### src/rtl/arm_decode_stage_pkg.sv
// Shared instruction types for the ARM decode stage: field enums, the decoded
// payload struct and the pure decode function used on accept.
package arm_decode_stage_pkg;

  localparam int unsigned INSTR_W = 32;
  localparam int unsigned REG_W   = 4;
  localparam int unsigned NZCV_W  = 4;

  typedef enum logic [3:0] {
    COND_EQ = 4'd0,  COND_NE = 4'd1,  COND_CS = 4'd2,  COND_CC = 4'd3,
    COND_MI = 4'd4,  COND_PL = 4'd5,  COND_VS = 4'd6,  COND_VC = 4'd7,
    COND_HI = 4'd8,  COND_LS = 4'd9,  COND_GE = 4'd10, COND_LT = 4'd11,
    COND_GT = 4'd12, COND_LE = 4'd13, COND_AL = 4'd14, COND_NV = 4'd15
  } cond_e;

  typedef enum logic [3:0] {
    ALU_AND = 4'd0,  ALU_EOR = 4'd1,  ALU_SUB = 4'd2,  ALU_RSB = 4'd3,
    ALU_ADD = 4'd4,  ALU_ADC = 4'd5,  ALU_SBC = 4'd6,  ALU_RSC = 4'd7,
    ALU_TST = 4'd8,  ALU_TEQ = 4'd9,  ALU_CMP = 4'd10, ALU_CMN = 4'd11,
    ALU_ORR = 4'd12, ALU_MOV = 4'd13, ALU_BIC = 4'd14, ALU_MVN = 4'd15
  } alu_op_e;

  typedef enum logic [1:0] {
    SHIFT_LSL = 2'd0, SHIFT_LSR = 2'd1, SHIFT_ASR = 2'd2, SHIFT_ROR = 2'd3
  } shift_type_e;

  typedef enum logic {
    OFFSET_REG = 1'b0,
    OFFSET_IMM = 1'b1
  } offset_type_e;

  typedef enum logic {
    PSR_CPSR = 1'b0,
    PSR_SPSR = 1'b1
  } source_psr_e;

  typedef enum logic {
    OP2_SHIFT_IMM = 1'b0,
    OP2_SHIFT_REG = 1'b1
  } op2_shift_e;

  typedef enum logic [2:0] {
    CLASS_DP     = 3'd0,
    CLASS_MRS    = 3'd1,
    CLASS_MSR    = 3'd2,
    CLASS_BRANCH = 3'd3,
    CLASS_BX     = 3'd4,
    CLASS_SDT    = 3'd5,
    CLASS_UNDEF  = 3'd7
  } instr_class_e;

  typedef struct packed {
    instr_class_e     cls;
    cond_e            cond;
    alu_op_e          alu_op;
    logic             set_flags;
    logic [REG_W-1:0] rn;
    logic [REG_W-1:0] rd;
    logic [REG_W-1:0] rm;
    logic [REG_W-1:0] rs;
    offset_type_e     op2_kind;
    logic [31:0]      imm;
    shift_type_e      shift_type;
    op2_shift_e       shift_src;
    logic [4:0]       shift_amt;
    source_psr_e      psr;
    logic             link;
    logic [31:0]      br_offset;
  } decoded_t;

  // 8-bit immediate rotated right by twice the 4-bit rotate field
  function automatic logic [31:0] rot_imm(input logic [11:0] op2);
    logic [31:0] base;
    logic [4:0]  rot;
    base = 32'(op2[7:0]);
    rot  = {op2[11:8], 1'b0};
    return (base >> rot) | (base << (6'd32 - 6'(rot)));
  endfunction

  // Fill the shifter-operand fields shared by DP and MSR
  function automatic decoded_t with_op2(input decoded_t d_in, input logic imm_sel,
                                        input logic [11:0] op2);
    decoded_t d;
    d = d_in;
    d.op2_kind = offset_type_e'(imm_sel);
    if (imm_sel) begin
      d.imm = rot_imm(op2);
    end else begin
      d.rm         = op2[3:0];
      d.shift_type = shift_type_e'(op2[6:5]);
      d.shift_src  = op2_shift_e'(op2[4]);
      if (op2[4]) begin
        d.rs = op2[11:8];
      end else begin
        d.shift_amt = op2[11:7];
      end
    end
    return d;
  endfunction

  // Full decode; fields irrelevant to the class stay zero
  function automatic decoded_t decode_instr(input logic [INSTR_W-1:0] instr);
    decoded_t d;
    d      = '0;
    d.cond = cond_e'(instr[31:28]);
    if (instr[27:4] == 24'h12FFF1) begin
      d.cls = CLASS_BX;
      d.rm  = instr[3:0];
    end else if (instr[27:25] == 3'b101) begin
      d.cls       = CLASS_BRANCH;
      d.link      = instr[24];
      d.br_offset = {{6{instr[23]}}, instr[23:0], 2'b00};
    end else if (instr[27:23] == 5'b00010 && instr[21:16] == 6'b001111 &&
                 instr[11:0] == 12'h000) begin
      d.cls = CLASS_MRS;
      d.psr = source_psr_e'(instr[22]);
      d.rd  = instr[15:12];
    end else if (instr[27:26] == 2'b00 && instr[24:23] == 2'b10 &&
                 instr[21] && !instr[20]) begin
      d     = with_op2(d, instr[25], instr[11:0]);
      d.cls = CLASS_MSR;
      d.psr = source_psr_e'(instr[22]);
    end else if (instr[27:26] == 2'b00) begin
      d           = with_op2(d, instr[25], instr[11:0]);
      d.cls       = CLASS_DP;
      d.alu_op    = alu_op_e'(instr[24:21]);
      // Compare/test opcodes only exist to set flags
      d.set_flags = instr[20] || (instr[24:23] == 2'b10);
      d.rn        = instr[19:16];
      d.rd        = instr[15:12];
    end else if (instr[27:26] == 2'b01) begin
      d.cls = CLASS_SDT;
    end else begin
      d.cls = CLASS_UNDEF;
    end
    return d;
  endfunction

endpackage

### src/rtl/arm_decode_stage_if.sv
// Fetch-side and execute-side handshakes of the ARM decode stage.
interface arm_decode_stage_if #(
  parameter int unsigned PC_WIDTH = 32
);
  import arm_decode_stage_pkg::*;

  logic                in_valid;
  logic                in_ready;
  logic [INSTR_W-1:0]  in_instr;
  logic [PC_WIDTH-1:0] in_pc;

  logic                out_valid;
  logic                out_ready;
  logic [PC_WIDTH-1:0] out_pc;
  logic [3:0]          out_cond;
  logic                out_cond_pass;
  logic [2:0]          out_class;
  logic [3:0]          out_alu_op;
  logic                out_set_flags;
  logic [REG_W-1:0]    out_rn;
  logic [REG_W-1:0]    out_rd;
  logic [REG_W-1:0]    out_rm;
  logic [REG_W-1:0]    out_rs;
  logic                out_op2_kind;
  logic [31:0]         out_imm;
  logic [1:0]          out_shift_type;
  logic                out_shift_src;
  logic [4:0]          out_shift_amt;
  logic                out_psr;
  logic                out_link;
  logic [31:0]         out_br_offset;

  modport master (
    output in_valid, in_instr, in_pc, out_ready,
    input  in_ready, out_valid, out_pc, out_cond, out_cond_pass, out_class,
           out_alu_op, out_set_flags, out_rn, out_rd, out_rm, out_rs,
           out_op2_kind, out_imm, out_shift_type, out_shift_src, out_shift_amt,
           out_psr, out_link, out_br_offset
  );

  modport slave (
    input  in_valid, in_instr, in_pc, out_ready,
    output in_ready, out_valid, out_pc, out_cond, out_cond_pass, out_class,
           out_alu_op, out_set_flags, out_rn, out_rd, out_rm, out_rs,
           out_op2_kind, out_imm, out_shift_type, out_shift_src, out_shift_amt,
           out_psr, out_link, out_br_offset
  );

endinterface

### src/rtl/arm_decode_stage_cond_check.sv
// ARM condition-code evaluation against NZCV flags; shared with execute.
module cond_check
  import arm_decode_stage_pkg::*;
(
  input  cond_e             cond_i,
  input  logic [NZCV_W-1:0] nzcv_i,
  output logic              pass_o
);

  logic n, z, c, v;
  assign {n, z, c, v} = nzcv_i;

  // Condition table lookup
  always_comb begin
    pass_o = 1'b0;
    case (cond_i)
      COND_EQ: pass_o = z;
      COND_NE: pass_o = !z;
      COND_CS: pass_o = c;
      COND_CC: pass_o = !c;
      COND_MI: pass_o = n;
      COND_PL: pass_o = !n;
      COND_VS: pass_o = v;
      COND_VC: pass_o = !v;
      COND_HI: pass_o = c && !z;
      COND_LS: pass_o = !c || z;
      COND_GE: pass_o = (n == v);
      COND_LT: pass_o = (n != v);
      COND_GT: pass_o = !z && (n == v);
      COND_LE: pass_o = z || (n != v);
      COND_AL: pass_o = 1'b1;
      COND_NV: pass_o = 1'b0;
      default: pass_o = 1'b0;
    endcase
  end

endmodule

### src/rtl/arm_decode_stage.sv
// ARM decode stage: decodes on accept into a registered output slot.
// Build option ARM_DECODE_SKID_EN adds a skid entry so in_ready is registered;
// without it in_ready is !out_valid || out_ready.
module arm_decode_stage
  import arm_decode_stage_pkg::*;
#(
  parameter int unsigned PC_WIDTH = 32
) (
  input  logic              clk,
  input  logic              reset,
  input  logic              flush,
  input  logic [NZCV_W-1:0] flags_nzcv,
  arm_decode_stage_if.slave bus
);

  decoded_t            in_dec_c;
  logic                accept_c;
  logic                pop_c;

  decoded_t            out_q, out_d;
  logic [PC_WIDTH-1:0] out_pc_q, out_pc_d;
  logic                out_valid_q, out_valid_d;

  assign in_dec_c = decode_instr(bus.in_instr);
  assign accept_c = bus.in_valid && bus.in_ready;
  assign pop_c    = out_valid_q && bus.out_ready;

`ifdef ARM_DECODE_SKID_EN
  decoded_t            skid_q, skid_d;
  logic [PC_WIDTH-1:0] skid_pc_q, skid_pc_d;
  logic                skid_valid_q, skid_valid_d;
  logic                in_ready_q, in_ready_d;

  // Ready comes from a flop, so out_ready never reaches it combinationally
  assign bus.in_ready = in_ready_q && !reset && !flush;

  // Refill the output slot from the skid entry first, then from fetch
  always_comb begin
    out_valid_d  = out_valid_q;
    out_d        = out_q;
    out_pc_d     = out_pc_q;
    skid_valid_d = skid_valid_q;
    skid_d       = skid_q;
    skid_pc_d    = skid_pc_q;
    if (flush) begin
      out_valid_d  = 1'b0;
      out_d        = '0;
      out_pc_d     = '0;
      skid_valid_d = 1'b0;
      skid_d       = '0;
      skid_pc_d    = '0;
    end else if (!out_valid_q || pop_c) begin
      if (skid_valid_q) begin
        out_valid_d  = 1'b1;
        out_d        = skid_q;
        out_pc_d     = skid_pc_q;
        skid_valid_d = 1'b0;
        skid_d       = '0;
        skid_pc_d    = '0;
      end else if (accept_c) begin
        out_valid_d = 1'b1;
        out_d       = in_dec_c;
        out_pc_d    = bus.in_pc;
      end else begin
        out_valid_d = 1'b0;
        out_d       = '0;
        out_pc_d    = '0;
      end
    end else if (accept_c) begin
      skid_valid_d = 1'b1;
      skid_d       = in_dec_c;
      skid_pc_d    = bus.in_pc;
    end
    in_ready_d = !skid_valid_d;
  end

  // Skid entry and registered ready
  always_ff @(posedge clk) begin
    if (reset) begin
      skid_valid_q <= 1'b0;
      skid_q       <= '0;
      skid_pc_q    <= '0;
      in_ready_q   <= 1'b1;
    end else begin
      skid_valid_q <= skid_valid_d;
      skid_q       <= skid_d;
      skid_pc_q    <= skid_pc_d;
      in_ready_q   <= in_ready_d;
    end
  end
`else
  // Accept whenever the single output slot is free or draining this cycle
  assign bus.in_ready = !reset && !flush && (!out_valid_q || bus.out_ready);

  // Load on accept, clear on drain, otherwise hold
  always_comb begin
    out_valid_d = out_valid_q;
    out_d       = out_q;
    out_pc_d    = out_pc_q;
    if (flush) begin
      out_valid_d = 1'b0;
      out_d       = '0;
      out_pc_d    = '0;
    end else if (accept_c) begin
      out_valid_d = 1'b1;
      out_d       = in_dec_c;
      out_pc_d    = bus.in_pc;
    end else if (pop_c) begin
      out_valid_d = 1'b0;
      out_d       = '0;
      out_pc_d    = '0;
    end
  end
`endif

  // Output slot registers
  always_ff @(posedge clk) begin
    if (reset) begin
      out_valid_q <= 1'b0;
      out_q       <= '0;
      out_pc_q    <= '0;
    end else begin
      out_valid_q <= out_valid_d;
      out_q       <= out_d;
      out_pc_q    <= out_pc_d;
    end
  end

  cond_check u_cond_check (
    .cond_i (out_q.cond),
    .nzcv_i (flags_nzcv),
    .pass_o (bus.out_cond_pass)
  );

  assign bus.out_valid      = out_valid_q;
  assign bus.out_pc         = out_pc_q;
  assign bus.out_cond       = out_q.cond;
  assign bus.out_class      = out_q.cls;
  assign bus.out_alu_op     = out_q.alu_op;
  assign bus.out_set_flags  = out_q.set_flags;
  assign bus.out_rn         = out_q.rn;
  assign bus.out_rd         = out_q.rd;
  assign bus.out_rm         = out_q.rm;
  assign bus.out_rs         = out_q.rs;
  assign bus.out_op2_kind   = out_q.op2_kind;
  assign bus.out_imm        = out_q.imm;
  assign bus.out_shift_type = out_q.shift_type;
  assign bus.out_shift_src  = out_q.shift_src;
  assign bus.out_shift_amt  = out_q.shift_amt;
  assign bus.out_psr        = out_q.psr;
  assign bus.out_link       = out_q.link;
  assign bus.out_br_offset  = out_q.br_offset;

endmodule
### src/flat_wrapper.sv
// flat-port wrapper written by rule: the top's interface ports become plain ports
module arm_decode_stage_flat import arm_decode_stage_pkg::*;
#(
  parameter int unsigned PC_WIDTH = 32
)
  (clk, reset, flush, flags_nzcv, bus_in_valid, bus_in_instr, bus_in_pc, bus_out_ready, bus_in_ready, bus_out_valid, bus_out_pc, bus_out_cond, bus_out_cond_pass, bus_out_class, bus_out_alu_op, bus_out_set_flags, bus_out_rn, bus_out_rd, bus_out_rm, bus_out_rs, bus_out_op2_kind, bus_out_imm, bus_out_shift_type, bus_out_shift_src, bus_out_shift_amt, bus_out_psr, bus_out_link, bus_out_br_offset);
  arm_decode_stage_if #(.PC_WIDTH(PC_WIDTH)) bus_i ();
  input  logic clk;
  input  logic reset;
  input  logic flush;
  input  logic [NZCV_W-1:0] flags_nzcv;
  input wire logic [$bits(bus_i.in_valid)-1:0] bus_in_valid;
  input wire logic [$bits(bus_i.in_instr)-1:0] bus_in_instr;
  input wire logic [$bits(bus_i.in_pc)-1:0] bus_in_pc;
  input wire logic [$bits(bus_i.out_ready)-1:0] bus_out_ready;
  output wire logic [$bits(bus_i.in_ready)-1:0] bus_in_ready;
  output wire logic [$bits(bus_i.out_valid)-1:0] bus_out_valid;
  output wire logic [$bits(bus_i.out_pc)-1:0] bus_out_pc;
  output wire logic [$bits(bus_i.out_cond)-1:0] bus_out_cond;
  output wire logic [$bits(bus_i.out_cond_pass)-1:0] bus_out_cond_pass;
  output wire logic [$bits(bus_i.out_class)-1:0] bus_out_class;
  output wire logic [$bits(bus_i.out_alu_op)-1:0] bus_out_alu_op;
  output wire logic [$bits(bus_i.out_set_flags)-1:0] bus_out_set_flags;
  output wire logic [$bits(bus_i.out_rn)-1:0] bus_out_rn;
  output wire logic [$bits(bus_i.out_rd)-1:0] bus_out_rd;
  output wire logic [$bits(bus_i.out_rm)-1:0] bus_out_rm;
  output wire logic [$bits(bus_i.out_rs)-1:0] bus_out_rs;
  output wire logic [$bits(bus_i.out_op2_kind)-1:0] bus_out_op2_kind;
  output wire logic [$bits(bus_i.out_imm)-1:0] bus_out_imm;
  output wire logic [$bits(bus_i.out_shift_type)-1:0] bus_out_shift_type;
  output wire logic [$bits(bus_i.out_shift_src)-1:0] bus_out_shift_src;
  output wire logic [$bits(bus_i.out_shift_amt)-1:0] bus_out_shift_amt;
  output wire logic [$bits(bus_i.out_psr)-1:0] bus_out_psr;
  output wire logic [$bits(bus_i.out_link)-1:0] bus_out_link;
  output wire logic [$bits(bus_i.out_br_offset)-1:0] bus_out_br_offset;
  assign bus_i.in_valid = bus_in_valid;
  assign bus_i.in_instr = bus_in_instr;
  assign bus_i.in_pc = bus_in_pc;
  assign bus_i.out_ready = bus_out_ready;
  assign bus_in_ready = bus_i.in_ready;
  assign bus_out_valid = bus_i.out_valid;
  assign bus_out_pc = bus_i.out_pc;
  assign bus_out_cond = bus_i.out_cond;
  assign bus_out_cond_pass = bus_i.out_cond_pass;
  assign bus_out_class = bus_i.out_class;
  assign bus_out_alu_op = bus_i.out_alu_op;
  assign bus_out_set_flags = bus_i.out_set_flags;
  assign bus_out_rn = bus_i.out_rn;
  assign bus_out_rd = bus_i.out_rd;
  assign bus_out_rm = bus_i.out_rm;
  assign bus_out_rs = bus_i.out_rs;
  assign bus_out_op2_kind = bus_i.out_op2_kind;
  assign bus_out_imm = bus_i.out_imm;
  assign bus_out_shift_type = bus_i.out_shift_type;
  assign bus_out_shift_src = bus_i.out_shift_src;
  assign bus_out_shift_amt = bus_i.out_shift_amt;
  assign bus_out_psr = bus_i.out_psr;
  assign bus_out_link = bus_i.out_link;
  assign bus_out_br_offset = bus_i.out_br_offset;
  arm_decode_stage #(.PC_WIDTH(PC_WIDTH)) u_core (.clk(clk), .reset(reset), .flush(flush), .flags_nzcv(flags_nzcv), .bus(bus_i));
endmodule
### config.mk
export PLATFORM = sky130hd
export DESIGN_NAME = arm_decode_stage_flat
export DESIGN_NICKNAME = d
export VERILOG_FILES = /design/src/rtl/arm_decode_stage_pkg.sv /design/src/rtl/arm_decode_stage_if.sv /design/src/rtl/arm_decode_stage_cond_check.sv /design/src/rtl/arm_decode_stage.sv /design/src/flat_wrapper.sv
export SDC_FILE = /design/constraint.sdc
export NUM_CORES = 1
export LEC_CHECK = 0
export BUFFER_PORTS_ARGS = -buffer_cell sky130_fd_sc_hd__buf_2
export CORE_ASPECT_RATIO = 0.5
export CORE_MARGIN = 5
export CORE_UTILIZATION = 40
export DETAILED_ROUTE_END_ITERATION = 16
export PLACE_DENSITY_LB_ADDON = 0.15
export RECOVER_POWER = 50
export SLEW_MARGIN = 0
export SYNTH_ARGS = -nofsm -noshare
export SYNTH_HDL_FRONTEND = slang
export SYNTH_SLANG_ARGS = --single-unit
### constraint.sdc
create_clock -name clk -period 2.34 [get_ports clk]
set_input_delay 0.117 -clock clk [delete_from_list [all_inputs] [get_ports clk]]
set_output_delay 0.117 -clock clk [all_outputs]
set_load 0.01 [all_outputs]
==> results by group <==
Clocking
  – CTS root buffer: clkbuf_16
  – Clk pin slew, worst setup/hold paths: approximately 0.060 ns
  – CTS tree: done
  – TritonCTS Buffers: 17
  – Worst-Skew Late Latency: ~0.42 ns
  – Clock sinks: 128
  – Clk buf depth: 2
  – Post-CTS resize count: 0
  – H-tree depth: 4
  – Post-CTS setup buffers: 0

Route
  – Routed length per instance: about 18 um
  – DRC violation total after the first TritonRoute iteration: 386
  – Drt pass-1 iters: 5
  – WL final: approximately 18 mm
  – Total number of vias: approximately 5.4k
  – DR vias/cell: about 5.5
  – DRC viols: 0
  – Remaining antenna violation count: 0

Critical path
  – Reg2Reg Launch Point: u_core.bus.out_valid
  – Critical Path End Type: register
  – Critical path peak fanout: 9
  – CP arrival: around 2.5 ns
  – R2r setup slk: roughly 0.38 ns
  – CP required: 2.69 ns
  – Setup CP Type: in -> reg
  – Startpoint types: input port
  – Critical R2R Capture: u_core.bus.out_alu_op[0]
  – Worst R2R Path Depth: 4

Timing
  – Fin Hold WS: ~0.077 ns
  – Period Utilization, post-route: 0.926
  – Fin. max-slew vios: 0
  – Worst Skew: 0.00709 ns
  – Final setup violation count: 0
  – Slew HR: 0.465
  – Minimum clock period: 2.17 ns
  – Hold Fails Final Rpt: 0
  – Max Clk Rate: about 460 MHz
  – Setup TNS: 0 ns
  – Worst Tran Pin Value: between 0.7 and 0.8 ns
  – RSZ-0062 raised after global routing: no

Placed design
  – Global placement routability congestion: around 0.83
  – PortBufs: 208
  – Final HPWL DP: around 12 mm
  – Post-Place Cells: a little over 900
  – Area after DPL: 0.00658 mm2

Synthesis
  – Post-synth EDFFs: 0
  – Seq/Total Area, Yosys: 0.473
  – Syn avg cell area: 9.61 um2
  – #FFs+latches synth: 128
  – Cell area after synthesis: approximately 0.0054 mm2
  – Netlist cell types: 60
  – Syn Inst Count: between 500 and 600
  – Syn. warnings: 0
  – Synth Flop Type: dfxtp_1
  – Ys async rst share: 0

Run
  – Max-cap viol count: 0

Global routing
  – Vias in the first global route: roughly 5.3k
  – First-pass GRT wire length: about 28 mm
  – Initial antenna violation count: 0
  – Gr ovfl total: 0
  – GRT Total Usage: 0.219
  – Largest net degree at the start of global routing: 57

Pwr
  – NetSw: roughly 1.4 mW
  – Internal power: about 4.4 mW
  – Clock share of power: 0.516
  – Sw frac: 0.237
  – Seq pwr share: 0.387
  – Peak VDD IR: ~380 uV
  – Logic gate share of total power: 0.097
  – Power Total: roughly 5.7 mW
  – Leakage: approximately 2.9 nW
  – PD cells: around 750 mW/mm2

Layout
  – Share of cells above drive strength 1: 0.178
  – Fill cells: around 1.3k
  – Design Area, Final: approximately 0.0076 mm2
  – Layout Nets: about 880
  – Ant. Diodes: 0
  – Final Non-Filler Cells: just under 1k
  – Area delta synth->final: 39.6%

Floorplanning
  – I/O pin count: 211
  – Initial Util: 0.404
  – Die ar.: between 0.015 and 0.02 mm2
  – Row cnt: 30
  – Die Height: slightly above 90 um
  – CORE AREA: between 0.01 and 0.015 mm2
  – Die width: 175 um

Min path
  – WHS Endpoint: u_core.bus.out_class[1]
  – Class of the worst hold path: in -> reg
  – Worst hold path depth: 3
  – Hold Crit Start: bus_in_instr[27]

Status
  – Outcome: finished, final reports clean
[kinds of logic (layout without fill, tap and decap cells)]
group / after synthesis / after routing / synth area share
xor gates and xnor gates: 4 / 4 / 0.00646
adders and majority gates: 2 / 2 / 0.00462
AOI/OAI and AO/OA: 180 / 180 / 0.262
other: 1 / 2 / 0.000692
buffers and inverters: 70 / 319 / 0.0598
muxes: 22 / 22 / 0.0462
DFF: 128 / 128 / 0.473
and+or+nand+nor: 157 / 157 / 0.147
[repair_timing]
action | 4_1_cts | 5_1_grt
hold buffers | 50 | 0
hold endpoints to repair | 56 | 0
endpoints found under the setup margin | 0 | 0
[area by class of cell]
| type | count | area [um2] | area share |
|---|---|---|---|
| inverters | 8 | 30.0 | 0.00397 |
| multi-input cells | 367 | 2540 | 0.336 |
| well taps | 176 | 220 | 0.0291 |
| repair buffers | 279 | 1560 | 0.206 |
| clock buffers | 19 | 443 | 0.0585 |
| clock inverters | 13 | 210 | 0.0278 |
| flip-flops and latches | 128 | 2560 | 0.339 |
[how the worst max path moves through the flow]
| stage | from | to | slack (ns) | depth (start not counted) |
|---|---|---|---|---|
| floorplan | bus_in_instr[8] | u_core.bus.out_imm[17] | 0.09 | 9 |
| global placement | bus_in_instr[8] | u_core.bus.out_br_offset[19] | 0.34 | 8 |
| detailed placement | flush | u_core.bus.out_set_flags | 0.30 | 5 |
| CTS | bus_in_valid | u_core.bus.out_set_flags | 0.21 | 6 |
| global route | bus_in_valid | u_core.bus.out_set_flags | 0.11 | 6 |
| finish | bus_in_valid | u_core.bus.out_alu_op[0] | 0.17 | 6 |
[metrics by stage]
step | util | setup WS [ns]
finish | 0.565 | 0.173
global placement | 0.491 | 0.341
floorplan | - | 0.0895
CTS | 0.577 | 0.211
detailed placement | 0.491 | 0.297
global route | 0.565 | 0.113
[critical path, cell delays in order]
cell	delay (ns)
dlygate4sd3_1	0.52
buf_2	0.12
or3b_2	0.50
nor4_1	0.63
o21a_1	0.45
a32o_1	0.18
[cell usage after synthesis, drive strengths merged, types with 4 or more instances]
library cell | number | area [um2]
clkbuf | 45 | 169
dfxtp | 128 | 2560
a22oi | 42 | 315
nand4 | 10 | 62.6
nand2 | 26 | 97.6
nor3 | 8 | 40.0
buf | 17 | 125
inv | 7 | 26.3
a32o | 24 | 240
mux2i | 16 | 160
a21oi | 15 | 75.1
a211oi | 6 | 57.6
o22ai | 4 | 25.0
o21ai | 13 | 65.1
a31oi | 4 | 25.0
nor4 | 7 | 58.8
nand3 | 15 | 75.1
nor3b | 7 | 52.6
nor2 | 57 | 214
o21a | 4 | 30.0
a22o | 34 | 298
mux2 | 4 | 45.0
and2 | 6 | 37.5
a32oi | 8 | 70.1
o31ai | 4 | 30.0
[flip-flops by register name (all words and copies together), names as in the netlist]
name / cells
u_core.bus.out_imm: 32
u_core.bus.out_pc: 32
u_core.bus.out_br_offset: 24
u_core.bus.out_shift_amt: 5
u_core.bus.out_alu_op: 4
u_core.bus.out_cond: 4
u_core.bus.out_rd: 4
u_core.bus.out_rm: 4
u_core.bus.out_rn: 4
u_core.bus.out_rs: 4
u_core.bus.out_class: 3
u_core.bus.out_shift_type: 2
u_core.bus.out_link: 1
u_core.bus.out_op2_kind: 1
u_core.bus.out_psr: 1
u_core.bus.out_set_flags: 1
u_core.bus.out_shift_src: 1
u_core.bus.out_valid: 1
[per-layer routing]
layer  up-vias  part of all wire  track usage
li1       2590                 -            -
met4         0             0.021       0.0758
met1      2597              0.43        0.275
met3        34             0.077       0.0759
met2       206              0.47        0.356
met5         -                 0            0
[cell usage in the layout (no fill, tap or decap), types with 13 or more instances in the layout]
| master | count |
|---|---|
| clkbuf_1 | 132 |
| dfxtp_1 | 128 |
| buf_2 | 77 |
| nor2_1 | 56 |
| dlygate4sd3_1 | 50 |
| a22oi_1 | 42 |
| a22o_1 | 34 |
| nand2_1 | 26 |
| a32o_1 | 24 |
| buf_4 | 19 |
| clkbuf_16 | 17 |
| mux2i_1 | 16 |
| a21oi_1 | 15 |
| nand3_1 | 15 |
| o21ai_0 | 13 |
[power groups by stage]
stage	Sequential, mW	Clock [mW]	Combinational, mW
3_5_place_dp	2.26	0	0.484
6_report	2.21	2.95	0.551
5_1_grt	2.21	3.09	0.599
2_1_floorplan	2.26	0	0.283
4_1_cts	2.21	2.98	0.551
3_3_place_gp	2.26	0	0.480
(Power assumes the default switching activity.)
